### src/rtl/narb_rr_drain.sv
// Round-robin drain engine: pops flits from a bank of FIFOs and forwards them
// through a registered valid/ready stage, holding the link for a whole packet.
module narb_rr_drain #(
  parameter int NUM_PORTS      = 4,
  parameter int LOG2_NUM_PORTS = 2,
  parameter int FLIT_WIDTH     = 8
) (
  input  logic                            clk,
  input  logic                            rst,
  input  logic [NUM_PORTS-1:0]            fifo_empty,
  input  logic [NUM_PORTS*FLIT_WIDTH-1:0] fifo_data,
  output logic [NUM_PORTS-1:0]            fifo_enr,
  output logic                            out_valid,
  output logic [FLIT_WIDTH-1:0]           out_data,
  input  logic                            out_ready,
  output logic                            busy_o,
  output logic [LOG2_NUM_PORTS-1:0]       owner_o
);

  localparam logic [0:0] IDLE = 1'b0;
  localparam logic [0:0] BUSY = 1'b1;

  logic [0:0]                state;
  logic [LOG2_NUM_PORTS-1:0] rr_ptr;
  logic [LOG2_NUM_PORTS-1:0] owner;

  logic [FLIT_WIDTH-1:0]     heads [NUM_PORTS];
  logic [LOG2_NUM_PORTS-1:0] winner;
  logic                      found;
  logic [LOG2_NUM_PORTS-1:0] sel;
  logic                      req;
  logic                      can_load;
  logic                      load;
  logic [FLIT_WIDTH-1:0]     sel_flit;
  logic                      sel_tail;

  always_comb begin
    for (int p = 0; p < NUM_PORTS; p++) begin
      heads[p] = fifo_data[p*FLIT_WIDTH +: FLIT_WIDTH];
    end
  end

  // Priority scan starting at rr_ptr; index arithmetic wraps at NUM_PORTS.
  always_comb begin
    logic [LOG2_NUM_PORTS-1:0] idx;
    // NOTE: every variable gets a default before any conditional write,
    // otherwise the tool infers a latch to hold the old value.
    found  = 1'b0;
    winner = '0;
    idx    = '0;
    for (int i = 0; i < NUM_PORTS; i++) begin
      idx = rr_ptr + LOG2_NUM_PORTS'(i);
      if (!found && !fifo_empty[idx]) begin
        found  = 1'b1;
        winner = idx;
      end
    end
  end

  always_comb begin
    can_load = !out_valid || out_ready;
    sel      = (state == BUSY) ? owner : winner;
    req      = (state == BUSY) ? !fifo_empty[owner] : found;
    // Gating with rst keeps a flit from being popped and then thrown away.
    load     = req && can_load && !rst;
    fifo_enr = load ? (NUM_PORTS'(1) << sel) : '0;
    sel_flit = heads[sel];
    sel_tail = sel_flit[FLIT_WIDTH-1];
  end

  always_ff @(posedge clk) begin
    // NOTE: sequential state uses non-blocking assignments so every register
    // samples the pre-edge values, independent of statement order.
    if (rst) begin
      state     <= IDLE;
      rr_ptr    <= '0;
      owner     <= '0;
      out_valid <= 1'b0;
      out_data  <= '0;
    end else begin
      if (load) begin
        out_valid <= 1'b1;
        out_data  <= sel_flit;
        if (sel_tail) begin
          state  <= IDLE;
          rr_ptr <= sel + LOG2_NUM_PORTS'(1);
          owner  <= '0;
        end else begin
          state <= BUSY;
          owner <= sel;
        end
      end else if (out_ready) begin
        out_valid <= 1'b0;
      end
    end
  end

  assign busy_o  = (state == BUSY);
  assign owner_o = owner;

endmodule

### config.mk
export PLATFORM = sky130hd
export DESIGN_NAME = narb_rr_drain
export DESIGN_NICKNAME = d
export VERILOG_FILES = /design/src/rtl/narb_rr_drain.sv
export SDC_FILE = /design/constraint.sdc
export NUM_CORES = 1
export LEC_CHECK = 0
export ABC_AREA = 1
export CAP_MARGIN = 20
export CORE_UTILIZATION = 40
export CTS_CLUSTER_SIZE = 30
export DETAILED_ROUTE_END_ITERATION = 16
export PLACE_DENSITY = 0.81
export SYNTH_ARGS = -nofsm -noshare
export SYNTH_HDL_FRONTEND = slang
export SYNTH_SLANG_ARGS = --single-unit
export TNS_END_PERCENT = 1
### constraint.sdc
create_clock -name clk -period 2.2 [get_ports clk]
set_input_delay 0.22 -clock clk [delete_from_list [all_inputs] [get_ports clk]]
set_output_delay 0.22 -clock clk [all_outputs]
set_load 0.01 [all_outputs]
==> out/qor.txt <==
Seq. cell area: 285 sq um
Via count: 1775
Clock root cell: clkbuf_8
Placed cell area: 2150 sq um
Max-cap viol count: 0
Height of the die: 62.7 microns
Area Growth Syn to Fin: 61.1%
Hold Vio Cnt, Final: 0
Mapped cell area: 1470 sq um
Synthesized instance count: 241
Clock transition at path regs: 0.06 ns
Yosys warnings: 0
Share of layout cells above drive strength 1: 28.4%
Leak: 1.19 nW
Number of global-route vias before repair: 1717
Failing checks: setup timing
Num ports: 55
Clock Path Buffers: 2
First-pass GRT wire length: 7.03 mm
Kind of critical path: register to output port
RSZ-0062 raised after global routing: true
Synth Net Count: 284
Initial DRC count: 103
Share of the synthesized area in the top cell type: 19.0%
Yosys top cell by area: dfxtp_1
Element type at the critical path start: register
Vias per inst: 4.85
Largest net degree at the start of global routing: 23
# DRC: 0
GRT overflow: 0
Clock sink count: 14
Placed cells: 352
Htree depth: 1
Final setup viols: 3
Die X: 62.7 microns
Finished Core Util: 68.8%
Worst EP required: 1.98 ns
DP HPWL: 2.93 mm
Design area: 2370 sq um
Critical path data arrival time: 2.07 ns
Routed wire length: 4.18 mm
# port buffers: 54
Initial Util: 42.7%
Final nets: 364
Seq/Total Area, Yosys: 19.0%
Filler Cells Inserted: 295
Multi-input gate area: 1010 sq um
CP endpoint kind: output port
CTS Hold Bufs: 0
Num rows: 21
TritonCTS buffer count: 3
Min Hold Slack: 0.511 ns
Fraction of registers with async set/reset: 0%
1st-pass router iterations: 4
P per Cell Area: 1390 nW/um^2
Clock latency on the worst-skew pair: 0.24 ns
Mean Syn Cell Area: 6.11 sq um
Antenna cell count: 0
CTS tree: built
Area of the core: 3440 sq um
Initial antenna violation count: 0
Worst Path Max Fanout: 6
Top_reg_cell synth: dfxtp_1
GRT Util Overall: 21.8%
Max transition margin: 77.9%
Peak VDD IR: 782 uV
Worst Skew: 0.00246 ns
Gpl congestion: 0.920
Final Total Pwr: 3.29 mW
DRT antenna net count: 0
Dominant cells by area after synthesis: dfxtp_1 (19%), nand2_1 (13%), inv_1 (11%), nand3_1 (9.5%), nor2_1 (7.7%)
Die area: 3930 sq um
Setup ws final: -0.0906 ns
FF+latch count, synth: 14
Slew Viols, Final: 0
Outcome: finished with violations
Crit share post-route: 104%
Final Non-Filler Cells: 366
Post-synth EDFFs: 0
Post-DR wirelength/cell: 11.4 microns
F_max: 0.437 GHz
Netlist cell types: 28
Period minus WS final: 2.29 ns
Least-Margin Pin Slew: 0.330 ns
HP Class: register to register
-- per-layer routing --
metal	wire length [microns]	global-route usage [%]
met1	1660	23.5
met2	2190	40.5
met3	282	6.93
met4	54	5.23
met5	0	0
-- final cells by class --
type | count | area share, %
sequential | 14 | 12.0
clock buffer | 4 | 2.32
inverter | 48 | 8.13
timing repair buffer | 81 | 32.2
tap | 46 | 2.43
timing repair inverter | 1 | 0.264
multi-input combinational | 172 | 42.6
-- cells in the mapped netlist (3+ instances only) --
| cell type | instances |
|---|---|
| a21oi_1 | 6 |
| a21oi_2 | 7 |
| buf_6 | 3 |
| dfxtp_1 | 14 |
| ha_1 | 4 |
| inv_1 | 44 |
| inv_2 | 3 |
| nand2_1 | 49 |
| nand2_2 | 11 |
| nand3_1 | 28 |
| nor2_1 | 30 |
| o21ai_0 | 6 |
| o21ai_1 | 12 |
| o21ai_2 | 5 |
-- state kept, by name, indices dropped and copies added, names as in the netlist --
name       count
busy_o         1
rr_ptr         2
owner_o        2
out_data       8
out_valid      1
-- power breakdown --
group | leakage [nW] | switching [mW] | total (mW) | internal (mW)
combinational | 1.05 | 1.46 | 2.61 | 1.15
clock | 0.0288 | 0.0921 | 0.251 | 0.159
sequential | 0.117 | 0.0785 | 0.431 | 0.353
-- cells in the final DEF (no fill, tap or decap), drive strengths merged --
cell type / n
nand2: 63
inv: 49
clkdlybuf4s50: 47
nor2: 33
nand3: 31
buf: 31
o21ai: 23
dfxtp: 14
a21oi: 13
clkbuf: 4
ha: 4
dlygate4sd2: 3
nand4: 2
o211ai: 2
nand3b: 1
-- logic make-up after synthesis --
group	after synthesis	share of synthesized area (%)
compound gates	38	16.3
fa+ha+maj	4	3.40
buf+inv	55	17.0
flops	14	19.0
simple gates	130	44.2
-- repair_timing --
| item | CTS | global route |
|---|---|---|
| pin swaps | 19 | 10 |
| buffers inserted | 7 | 1 |
| endpoints found under the setup margin | 4 | 16 |
| gates resized for setup | 34 | 14 |
| cloned | 2 | 0 |
| endpoints found under the hold margin | 0 | 0 |
-- stage by stage --
| step | setup slack (ns) | TNS, ns |
|---|---|---|
| global route | -0.204 | -0.707 |
| finish | -0.0906 | -0.131 |
| floorplan | 0.306 | 0 |
| global placement | -0.358 | -2.01 |
| CTS | -0.0969 | -0.151 |
| detailed placement | -0.418 | -2.38 |
-- critical path: stages (launching register included) --
cell	delay, ns
dfxtp_4	0.37
buf_12	0.14
inv_8	0.06
nand2_2	0.07
nand2_4	0.10
nand2_2	0.06
nand2_4	0.11
nand3_4	0.09
nor2_1	0.10
nor2_1	0.05
nor2_1	0.11
nor2_2	0.06
buf_4	0.14
ha_4	0.15
inv_2	0.04
nor2_1	0.03
buf_2	0.14
-- worst paths after layout --
path,endpoint,from,slack [ns],depth (start not counted)
worst max-delay path,fifo_enr[1],rr_ptr[0]$_SDFFE_PP0P_,-0.09,16
worst min-delay path,out_data[7]$_SDFFE_PP0P_,out_data[7]$_SDFFE_PP0P_,0.51,2
worst max register to register,out_data[7]$_SDFFE_PP0P_,rr_ptr[0]$_SDFFE_PP0P_,0.12,18
worst min register to register,out_data[7]$_SDFFE_PP0P_,out_data[7]$_SDFFE_PP0P_,0.51,2
(Power assumes the default switching activity.)
